<file path="src/rtl/motor_cmd_ramp.sv">
`default_nettype none
// ============================================================================
// Module   : motor_cmd_ramp
// Brief    : Switch sync/debounce, priority decode to duty/direction, and
//            duty slewing with ramp-down plus dead time on reversal.
//            Macro MOTOR_CMD_RAMP_EN enables one-step-per-tick duty slewing.
// Revision : 1.0  initial release
// ============================================================================
module motor_cmd_ramp #(
    parameter int DEBOUNCE_CYCLES = 1_000_000,
    parameter int RAMP_CYCLES     = 2_500_000,
    parameter int DEAD_CYCLES     = 5_000_000
) (
    input  logic       clk,
    input  logic       rst,
    input  logic [7:0] sw,
    output logic [3:0] duty,
    output logic       dir_fwd,
    output logic       coast,
    output logic       busy
);

    localparam int c_DEB_W  = $clog2(DEBOUNCE_CYCLES + 1);
    localparam int c_DEAD_W = $clog2(DEAD_CYCLES + 1);

    localparam logic [1:0] c_ST_RUN       = 2'd0;
    localparam logic [1:0] c_ST_RAMP_DOWN = 2'd1;
    localparam logic [1:0] c_ST_DEAD      = 2'd2;

    logic [7:0]          r_sync1;
    logic [7:0]          r_sync2;
    logic [7:0]          w_deb;
    logic [3:0]          w_dec_duty;
    logic                w_dec_fwd;
    logic [3:0]          r_tgt_duty;
    logic                r_tgt_fwd;
    logic [3:0]          r_duty;
    logic                r_dir_fwd;
    logic [1:0]          r_state;
    logic [1:0]          w_state_nxt;
    logic [c_DEAD_W-1:0] r_dead;
    logic                w_dir_match;
    logic [3:0]          w_run_duty;
    logic [3:0]          w_down_duty;

    always_ff @(posedge clk) begin
        if (rst) begin
            r_sync1 <= 8'd0;
            r_sync2 <= 8'd0;
        end else begin
            r_sync1 <= sw;
            r_sync2 <= r_sync1;
        end
    end

    for (genvar gi = 0; gi < 8; gi++) begin : g_deb
        logic [c_DEB_W-1:0] r_cnt;
        logic               r_bit;

        always_ff @(posedge clk) begin
            if (rst) begin
                r_cnt <= '0;
                r_bit <= 1'b0;
            end else if (r_sync2[gi] == r_bit) begin
                r_cnt <= '0;
            end else if (r_cnt == c_DEB_W'(DEBOUNCE_CYCLES - 1)) begin
                r_cnt <= '0;
                r_bit <= r_sync2[gi];
            end else begin
                r_cnt <= r_cnt + 1'b1;
            end
        end

        assign w_deb[gi] = r_bit;
    end

    // Highest-numbered switch wins; no switch keeps the present direction.
    always_comb begin
        w_dec_duty = 4'd0;
        w_dec_fwd  = r_dir_fwd;
        if (w_deb[7]) begin
            w_dec_duty = 4'd3;  w_dec_fwd = 1'b0;
        end else if (w_deb[6]) begin
            w_dec_duty = 4'd5;  w_dec_fwd = 1'b0;
        end else if (w_deb[5]) begin
            w_dec_duty = 4'd7;  w_dec_fwd = 1'b0;
        end else if (w_deb[4]) begin
            w_dec_duty = 4'd10; w_dec_fwd = 1'b0;
        end else if (w_deb[3]) begin
            w_dec_duty = 4'd3;  w_dec_fwd = 1'b1;
        end else if (w_deb[2]) begin
            w_dec_duty = 4'd5;  w_dec_fwd = 1'b1;
        end else if (w_deb[1]) begin
            w_dec_duty = 4'd7;  w_dec_fwd = 1'b1;
        end else if (w_deb[0]) begin
            w_dec_duty = 4'd10; w_dec_fwd = 1'b1;
        end
    end

    always_ff @(posedge clk) begin
        if (rst) begin
            r_tgt_duty <= 4'd0;
            r_tgt_fwd  <= 1'b1;
        end else begin
            r_tgt_duty <= w_dec_duty;
            r_tgt_fwd  <= w_dec_fwd;
        end
    end

    assign w_dir_match = (r_tgt_fwd == r_dir_fwd);

`ifdef MOTOR_CMD_RAMP_EN
    localparam int c_PRE_W = $clog2(RAMP_CYCLES + 1);

    logic [c_PRE_W-1:0] r_pre;
    logic               w_tick;

    assign w_tick = (r_pre == c_PRE_W'(RAMP_CYCLES - 1));

    always_ff @(posedge clk) begin
        if (rst || w_tick) begin
            r_pre <= '0;
        end else begin
            r_pre <= r_pre + 1'b1;
        end
    end

    always_comb begin
        w_run_duty = r_duty;
        if (w_tick && (r_duty < r_tgt_duty)) begin
            w_run_duty = r_duty + 4'd1;
        end else if (w_tick && (r_duty > r_tgt_duty)) begin
            w_run_duty = r_duty - 4'd1;
        end
    end

    assign w_down_duty = (w_tick && (r_duty != 4'd0)) ? (r_duty - 4'd1) : r_duty;
`else
    // Without slewing the step interval collapses to a single cycle.
    if (RAMP_CYCLES >= 1) begin : g_direct
        assign w_run_duty  = r_tgt_duty;
        assign w_down_duty = 4'd0;
    end
`endif

    always_ff @(posedge clk) begin
        if (rst) begin
            r_state <= c_ST_RUN;
        end else begin
            r_state <= w_state_nxt;
        end
    end

    always_comb begin
        w_state_nxt = r_state;
        case (r_state)
            c_ST_RUN: begin
                if (!w_dir_match && (r_tgt_duty != 4'd0)) begin
                    w_state_nxt = c_ST_RAMP_DOWN;
                end
            end
            c_ST_RAMP_DOWN: begin
                if (w_dir_match) begin
                    w_state_nxt = c_ST_RUN;
                end else if (r_duty == 4'd0) begin
                    w_state_nxt = c_ST_DEAD;
                end
            end
            c_ST_DEAD: begin
                if (r_dead == '0) begin
                    w_state_nxt = c_ST_RUN;
                end
            end
            default: w_state_nxt = c_ST_RUN;
        endcase
    end

    always_comb begin
        coast = (r_state == c_ST_DEAD);
        busy  = (r_state != c_ST_RUN);
    end

    // Held preloaded outside DEAD so the full coast time always elapses.
    always_ff @(posedge clk) begin
        if (rst) begin
            r_dead <= '0;
        end else if (r_state != c_ST_DEAD) begin
            r_dead <= c_DEAD_W'(DEAD_CYCLES - 1);
        end else if (r_dead != '0) begin
            r_dead <= r_dead - 1'b1;
        end
    end

    always_ff @(posedge clk) begin
        if (rst) begin
            r_duty    <= 4'd0;
            r_dir_fwd <= 1'b1;
        end else begin
            case (r_state)
                c_ST_RUN: begin
                    if (w_dir_match) begin
                        r_duty <= w_run_duty;
                    end
                end
                c_ST_RAMP_DOWN: r_duty <= w_down_duty;
                c_ST_DEAD: begin
                    r_duty <= 4'd0;
                    if ((r_dead == '0) && (r_tgt_duty != 4'd0)) begin
                        r_dir_fwd <= r_tgt_fwd;
                    end
                end
                default: r_duty <= 4'd0;
            endcase
        end
    end

    assign duty    = r_duty;
    assign dir_fwd = r_dir_fwd;

endmodule
`default_nettype wire

</file>
<file path="config.mk">
export PLATFORM = sky130hd
export DESIGN_NAME = motor_cmd_ramp
export DESIGN_NICKNAME = d
export VERILOG_FILES = /design/src/rtl/motor_cmd_ramp.sv
export SDC_FILE = /design/constraint.sdc
export NUM_CORES = 1
export LEC_CHECK = 0
export ABC_AREA = 1
export BUFFER_PORTS_ARGS = -buffer_cell sky130_fd_sc_hd__buf_2
export CORE_AREA = 2 2 166 168
export CTS_BUF_LIST = sky130_fd_sc_hd__clkbuf_2 sky130_fd_sc_hd__clkbuf_4 sky130_fd_sc_hd__clkbuf_8
export DETAILED_ROUTE_END_ITERATION = 6
export DIE_AREA = 0 0 168 170
export PLACE_DENSITY = 0.64
export SLEW_MARGIN = 20
export SYNTH_ARGS = -nofsm -noshare
export SYNTH_HDL_FRONTEND = slang
export SYNTH_SLANG_ARGS = --single-unit
export TNS_END_PERCENT = 50
</file>
<file path="constraint.sdc">
create_clock -name clk -period 1.84 [get_ports clk]
set_input_delay 0.368 -clock clk [delete_from_list [all_inputs] [get_ports clk]]
set_output_delay 0.368 -clock clk [all_outputs]
set_load 0.01 [all_outputs]
</file>
# After elaboration in Yosys (flattened, before gate mapping)
# Index checks and enable logic that the tools add are counted.
# Widths: inputs -> output; s select.
# word_totals
register_bits	219
inputBits	10
out_inout_bits	7
word_cells	123
# op_classes
add_sub_neg	9
n_reduce_logical	32
eq_ne	23
n_bitwise	9
mux	23
# ops
cell	n
$add 20x1->20 const B	8
$eq 20x20->1 const B	8
$mux 23	2
$reduce_or 3->1	8
$logic_not 23->1	1
$reduce_bool 23->1	1
$sub 23x1->23 const B	1
$mux 4	5
$reduce_and 2->1	9
$mux 2	5
$eq 1x1->1	9
$not 1->1	9
$mux 1	8
$mux 3	2
$pmux 2 s3	1
$reduce_or 2->1	3
$logic_not 4->1	1
$ne 2x2->1 const B	2
$reduce_bool 2->1	2
$reduce_bool 4->1	1
$reduce_or 4->1	1
$ne 3x3->1 const B	1
$reduce_and 3->1	1
$eq 2x1->1 const B	1
5 further kinds	6

# Longest topological paths before layout
# Gate-level depths: netlist (run 1).
# logic_depth
word_depth	8
mapped_depth	9
ltp_nobuf	9

# Worst setup path before layout (run 1)
# OpenSTA, ideal clock, no wires.
# synth_path
path_type	reg2reg
startpoint	register g_deb[0].r_cnt[0]
endpoint	register g_deb[0].r_cnt[12]
path_stages_with_launch	10
synth_period_minus_slack_ns	1.512
setup_ns	0.117
path_slack_ns	0.328
path_buffers	1
arrival_ns	1.395
required_ns	1.723
cell_sequence	dfxtp_1 > ha_1 > nand3_1 > nor2_2 > nand2_1 > inv_1 > nand2_1 > nand2_2 > buf_6 > a21oi_1
# synth_between
elab_chain_len	2
word_cells_on_any_way	3
classes_between	1 x add/sub; 1 x eq/ne; 1 x reduce/logical
# synth_rtl
item	line	rtl
start: declaration	57	logic [c_DEB_W-1:0] r_cnt;
start signal: assignment	70	r_cnt <= r_cnt + 1'b1;
branches (longest 2 deep; another with $add 20x1->20)	--	
# Parallel ways; which one is timed is not known.
# A chain may end at the register's enable or synchronous reset.

# Final worst setup path (run 1)
# layout_path
startpoint	register r_state[1]
endpoint	output coast
# layout_between
elab_chain_len	1
# layout_rtl
item	line	rtl
start: declaration	39	logic [1:0] r_state;
start signal: assignment	148	r_state <= c_ST_RUN;
start signal: assignment	150	r_state <= w_state_nxt;
$eq 2x2->1	179	coast = (r_state == c_ST_DEAD);
end: declaration	19	output logic coast,
# Every way passes these cells.

==> results of run 1 <==
==> area by class of cell <==
class | instances | share of cell area, %
sequential | 219 | 37.0
multi-input combinational | 1074 | 44.7
timing repair buffer | 33 | 2.20
clock inverter | 4 | 0.380
tap | 341 | 3.60
inverter | 190 | 6.01
clock buffer | 59 | 6.11
==> logic make-up after synthesis <==
family | after synthesis | synth area share, %
compound gates | 114 | 5.81
xor+xnor | 70 | 5.83
fa+ha+maj | 9 | 1.07
buf+inv | 208 | 8.00
flops | 219 | 41.7
simple gates | 881 | 37.6
==> registers in the layout (all words and copies together) (netlist names) <==
name	count
r_state	2
r_sync2	8
duty	4
g_deb.r_cnt	160
r_sync1	8
dir_fwd	1
r_tgt_fwd	1
r_tgt_duty	4
r_dead	23
g_deb.r_bit	8
==> synthesized netlist by cell type (3+ instances only) <==
cell and instances:
nor3_1 73, o21bai_1 3, inv_1 186, nand2_2 5
a21oi_1 71, nand3b_1 9, dfxtp_1 219, nor2_1 308
nor2_2 19, nand3_2 4, nand3_1 91, o21ai_0 28
clkbuf_1 5, or2_0 4, and3_1 3, nand4_1 48
inv_2 4, ha_1 9, nor2_4 6, a31oi_1 4
buf_2 5, xor2_1 45, nand2_1 283, nor3b_1 10
buf_6 4, or2_2 5, xnor2_1 25, a21oi_2 3
nor3_2 4
==> power breakdown <==
| part | internal, mW | switching, mW | leakage [nW] |
|---|---|---|---|
| logic | 0.101 | 0.170 | 2.02 |
| clock network | 2.62 | 1.87 | 0.414 |
| registers | 4.79 | 0.0303 | 1.77 |
| total | 7.51 | 2.07 | 4.21 |
==> layer usage <==
metal	track usage, %	vias up
met5	0	-
met3	2.77	42
li1	-	4894
met1	19.3	4124
met4	5.41	0
met2	26.1	125
==> worst max-delay path, delay by kind of cell, from the launching register on <==
family                 cells  cell delay [ns]
buffers and inverters      3             0.36
flip-flops                 1             0.33
AND/OR/NAND/NOR            1             0.12
==> worst paths after layout <==
path | end | slack, ns | cells after the start
min reg2reg | r_sync2[1] | 0.40 | 2
min | r_sync1[0] | 0.05 | 3
max | coast | 0.14 | 4
max reg2reg | g_deb[0].r_cnt[16] | 0.17 | 8
==> per-stage QoR <==
stage	area, um2	setup slack [ns]	power (mW)	cells	hold WS [ns]
after floorplan	10500	0.328	5.10	1501	0.388
after global placement	11000	0.124	5.17	1852	0.392
after detailed placement	11000	0.111	5.18	1852	0.396
after CTS	11800	0.0118	9.74	1915	0.0280
after global routing	11900	0.00149	10.0	1920	0.0556
final	11900	0.136	9.59	1920	0.0519
==> timing repair <==
| item | 4_1_cts | 5_1_grt |
|---|---|---|
| endpoints found under the setup margin | 0 | 42 |
| setup buffers | 0 | 5 |
| resized for setup | 0 | 6 |
| endpoints found under the hold margin | 0 | 0 |
==> flow_metrics.py, run 1 <==
metrics = {
    "status": {
        "status": "finished, final reports clean",
    },
    "detailed_routing": {
        "firstDrtPassIters": 5,
        "via_per_inst": 4.78,
        "postRouteAntennaNets": 0,
        "wl_um": 21500,
        "highest_layer": "met4",
        "drcViolationCount": 0,
        "met3WireLength_um": 708,
        "first_iter_violations": 457,
        "post_drt_wl_per_cell_um": 11.2,
        "wl_met1_um": 10600,
        "num_vias": 9185,
        "route.met2.wl_um": 9690,
    },
    "timing": {
        "skew_ns": 0.0189,
        "fin_crit_sh_pct": 92.6,
        "final.setup.tns_ns": 0,
        "worst_pin_slew_ns": 0.508,
        "max-slew-margin-rel_pct": 66.0,
        "rsz0062_at_grt": "false",
        "hold_viol": 0,
        "min_period_ns": 1.70,
        "slew_viol_final": 0,
        "timing.fmax_mhz": 587,
        "setup_viol": 0,
    },
    "min_path": {
        "hp-class": "primary input to flip-flop",
        "holdCritStartpoint": "sw[0]",
    },
    "final_layout": {
        "multiInputGateArea_um2": 5310,
        "drive_above_1_share_pct": 9.75,
        "antennaDiodeCount": 0,
        "final_util_pct": 44.5,
        "register_area_um2": 4390,
        "layout_common_cells": "nor2_1 (308), nand2_1 (283), dfxtp_1 (218)",
        "final_common_cell": "nor2_1",
        "fillerInstances": 2705,
        "area_delta_synth_final_pct": 12.8,
        "fin_nets": 1577,
    },
    "floorplan": {
        "die_w_um": 168,
        "start_util_pct": 39.5,
        "row_count": 60,
        "io_pins": 17,
        "die_area_um2": 28600,
        "core_region_area_um2": 26700,
        "die_height_um": 170,
    },
    "power": {
        "powerDensity_nw_per_um2": 808,
        "irDropWorstVdd_mv": 0.372,
        "p_leak_nw": 4.21,
    },
    "clock_tree": {
        "cts_max_level": 2,
        "root_buffer": "clkbuf_8",
        "clk_path_buf_depth": 3,
        "numCtsBuffers": 40,
        "cts_sinks": 219,
        "cts_hold_buf": 0,
        "clk_pin_slew_ns": 0.06,
        "cts_tree": "done",
        "clock_latency_ns": 0.53,
    },
    "synth": {
        "syn-num-nets": 1520,
        "yosysSeqAreaShare_pct": 41.7,
        "ys_ff_latch": 219,
        "postSynthCellCount": 1501,
        "async_reset_ff_share_pct": 0,
        "yosysTopAreaCell": "dfxtp_1",
        "synth_top_area_share_pct": 41.7,
        "synth_edf_count": 0,
        "synth_warnings": 0,
        "ys_types": 44,
        "ys_top_cells_by_area": "dfxtp_1 (42%), nor2_1 (11%), nand2_1 (10%), inv_1 (6.6%), nand3_1 (4.3%)",
        "syn_area_per_cell_um2": 7.00,
        "mappedNetlistArea_um2": 10500,
        "synthFlopType": "dfxtp_1",
    },
    "critical_path": {
        "crit_chain": "inv_1 > nor2_2 > buf_6 > buf_2",
        "worstPathArrival_ns": 1.34,
        "worstPathRequired_ns": 1.47,
        "slowest_stage": "dfxtp_1",
        "crit_path_start": "r_state[1]",
        "setup.worst_path.start_class": "flip-flop",
        "max_stage_delay_ns": 0.33,
        "r2r_start": "g_deb[0].r_cnt[0]",
        "cp_max_fo": 10,
        "end_kind": "primary output",
        "crit_type": "flip-flop to primary output",
    },
    "global_routing": {
        "antenna_found_initial": 0,
        "grt_pass1_vias": 8745,
        "gr-usage-all-layers_pct": 15.2,
        "grt_pass1_wl_um": 37700,
        "grt_max_degree": 25,
        "gr-total-overflow": 0,
    },
    "place": {
        "gp_congestion": 0.856,
        "hpwl_um": 15400,
        "portBuffers": 16,
    },
    "job": {
        "max-cap-violations": 0,
    },
}
Power figures use the tool's default switching activity.
==> run 2, diff against run 1 <==
- RECOVER_POWER: not set -> 25
==> flow_metrics.py, run 2 (synthesis gave the netlist of run 1 again) <==
metrics = {
    "global_routing": {
        "grt_pass1_wl_um": 37700,
        "gr-total-overflow": 0,
        "grt_max_degree": 25,
        "grt_pass1_vias": 8745,
        "gr-usage-all-layers_pct": 15.2,
        "antenna_found_initial": 0,
    },
    "floorplan": {
        "row_count": 60,
        "die_height_um": 170,
        "die_w_um": 168,
        "start_util_pct": 39.5,
        "core_region_area_um2": 26700,
        "io_pins": 17,
        "die_area_um2": 28600,
    },
    "job": {
        "max-cap-violations": 0,
    },
    "clock_tree": {
        "clk_pin_slew_ns": 0.05,
        "cts_sinks": 219,
        "numCtsBuffers": 40,
        "root_buffer": "clkbuf_8",
        "cts_hold_buf": 0,
        "clock_latency_ns": 0.52,
        "clk_path_buf_depth": 3,
        "cts_tree": "done",
        "cts_max_level": 2,
    },
    "min_path": {
        "hp-class": "primary input to flip-flop",
        "min_to": "r_sync1[0]",
        "holdCritStartpoint": "sw[0]",
        "holdPathStages": 3,
    },
    "timing": {
        "slew_viol_final": 0,
        "min_period_ns": 1.71,
        "rsz0062_at_grt": "false",
        "setup_viol": 0,
        "final.setup.tns_ns": 0,
        "hold_viol": 0,
        "worst_pin_slew_ns": 1.22,
        "layout_setup_ws_ns": 0.133,
        "max-slew-margin-rel_pct": 18.5,
        "timing.fmax_mhz": 586,
        "timing.hold.ws_ns": 0.0523,
        "skew_ns": 0.0186,
        "fin_crit_sh_pct": 92.8,
    },
    "critical_path": {
        "setup.worst_path.start_class": "primary input",
        "worstPathArrival_ns": 2.11,
        "crit_type": "primary input to flip-flop",
        "ff2ff_path_depth": 8,
        "reg2reg_to": "g_deb[0].r_cnt[16]",
        "worstPathRequired_ns": 2.24,
        "cp_max_fo": 24,
        "r2r_setup_slack_ns": 0.17,
        "r2r_start": "g_deb[0].r_cnt[0]",
        "end_kind": "flip-flop",
    },
    "final_layout": {
        "top_register": "g_deb.r_cnt",
        "antennaDiodeCount": 0,
        "area_delta_synth_final_pct": 12.5,
        "layout_common_cells": "nor2_1 (308), nand2_1 (283), dfxtp_1 (218)",
        "multiInputGateArea_um2": 5300,
        "register_area_um2": 4390,
        "fillerInstances": 2708,
        "reg_top3": "g_deb.r_cnt: 160 flops, r_dead: 23 flops",
        "final_common_cell": "nor2_1",
        "fin_nets": 1577,
        "drive_above_1_share_pct": 9.31,
        "largest_reg_flops": 160,
    },
    "place": {
        "hpwl_um": 15400,
        "pre_cts_slack_ns": 0.111,
        "portBuffers": 16,
        "gp_congestion": 0.856,
    },
    "power": {
        "p_leak_nw": 4.18,
        "irDropWorstVdd_mv": 0.372,
        "powerDensity_nw_per_um2": 810,
    },
    "detailed_routing": {
        "via_per_inst": 4.78,
        "postRouteAntennaNets": 0,
        "num_vias": 9182,
        "firstDrtPassIters": 5,
        "wl_met1_um": 10700,
        "wl_um": 21500,
        "met3WireLength_um": 652,
        "drcViolationCount": 0,
        "route.met2.wl_um": 9640,
        "highest_layer": "met4",
        "post_drt_wl_per_cell_um": 11.2,
        "first_iter_violations": 436,
    },
    "status": {
        "status": "finished, final reports clean",
    },
}
==> run 2: changes by cell type in the layout (fill, tap and decap cells not counted), sizes merged <==
cell / delta
buf: -8
clkbuf: +8
==> run 2: worst max-delay path, cell delays in order <==
cell and delay (ns):
buf_2 0.11, clkbuf_1 0.90, nor2_1 0.37, nand2_8 0.28
nor2_2 0.06
==> run 2: what timing repair did <==
action	CTS	global route
setup buffers	0	5
setup endpoints to repair	0	42
endpoints found under the hold margin	0	0
resized for setup	0	6
==> run 2: area by class of cell <==
class / instances / area share [%]
Multi-Input combinational cell: 1074 / 44.8
Sequential cell: 219 / 37.1
Clock buffer: 59 / 6.12
Inverter: 190 / 6.03
Tap cell: 341 / 3.61
Timing Repair Buffer: 33 / 1.98
Clock inverter: 4 / 0.381
==> run 2: where the power goes <==
part	total (mW)	switching (mW)	internal [mW]
clock	4.49	1.87	2.62
combinational	0.266	0.169	0.0966
sequential	4.82	0.0304	4.79
==> run 2: metal layers <==
| layer | vias to the layer above | track usage, % |
|---|---|---|
| met5 | - | 0 |
| met2 | 119 | 26.1 |
| li1 | 4895 | - |
| met4 | 0 | 5.41 |
| met1 | 4126 | 19.3 |
| met3 | 42 | 2.77 |
==> run 2: worst max-delay path by stage <==
| stage | from | end | slack, ns |
|---|---|---|---|
| 2_1_floorplan | g_deb[0].r_cnt[0] | g_deb[0].r_cnt[12] | 0.33 |
| 3_3_place_gp | g_deb[2].r_cnt[0] | g_deb[2].r_cnt[17] | 0.12 |
| 3_5_place_dp | g_deb[2].r_cnt[0] | g_deb[2].r_cnt[17] | 0.11 |
| 4_1_cts | r_state[1] | coast | 0.01 |
| 5_1_grt | g_deb[0].r_cnt[0] | g_deb[0].r_cnt[17] | 0.001 |
| 6_report | rst | g_deb[7].r_cnt[12] | 0.13 |
==> run 2: per-stage QoR <==
step,power [mW],cell area (um2),cells,utilization [%]
global route,10.0,11800,1920,44.4
CTS,9.74,11800,1915,44.3
finish,9.58,11800,1920,44.4
floorplan,5.10,10500,1501,-
global placement,5.17,11000,1852,41.4
detailed placement,5.18,11000,1852,41.4
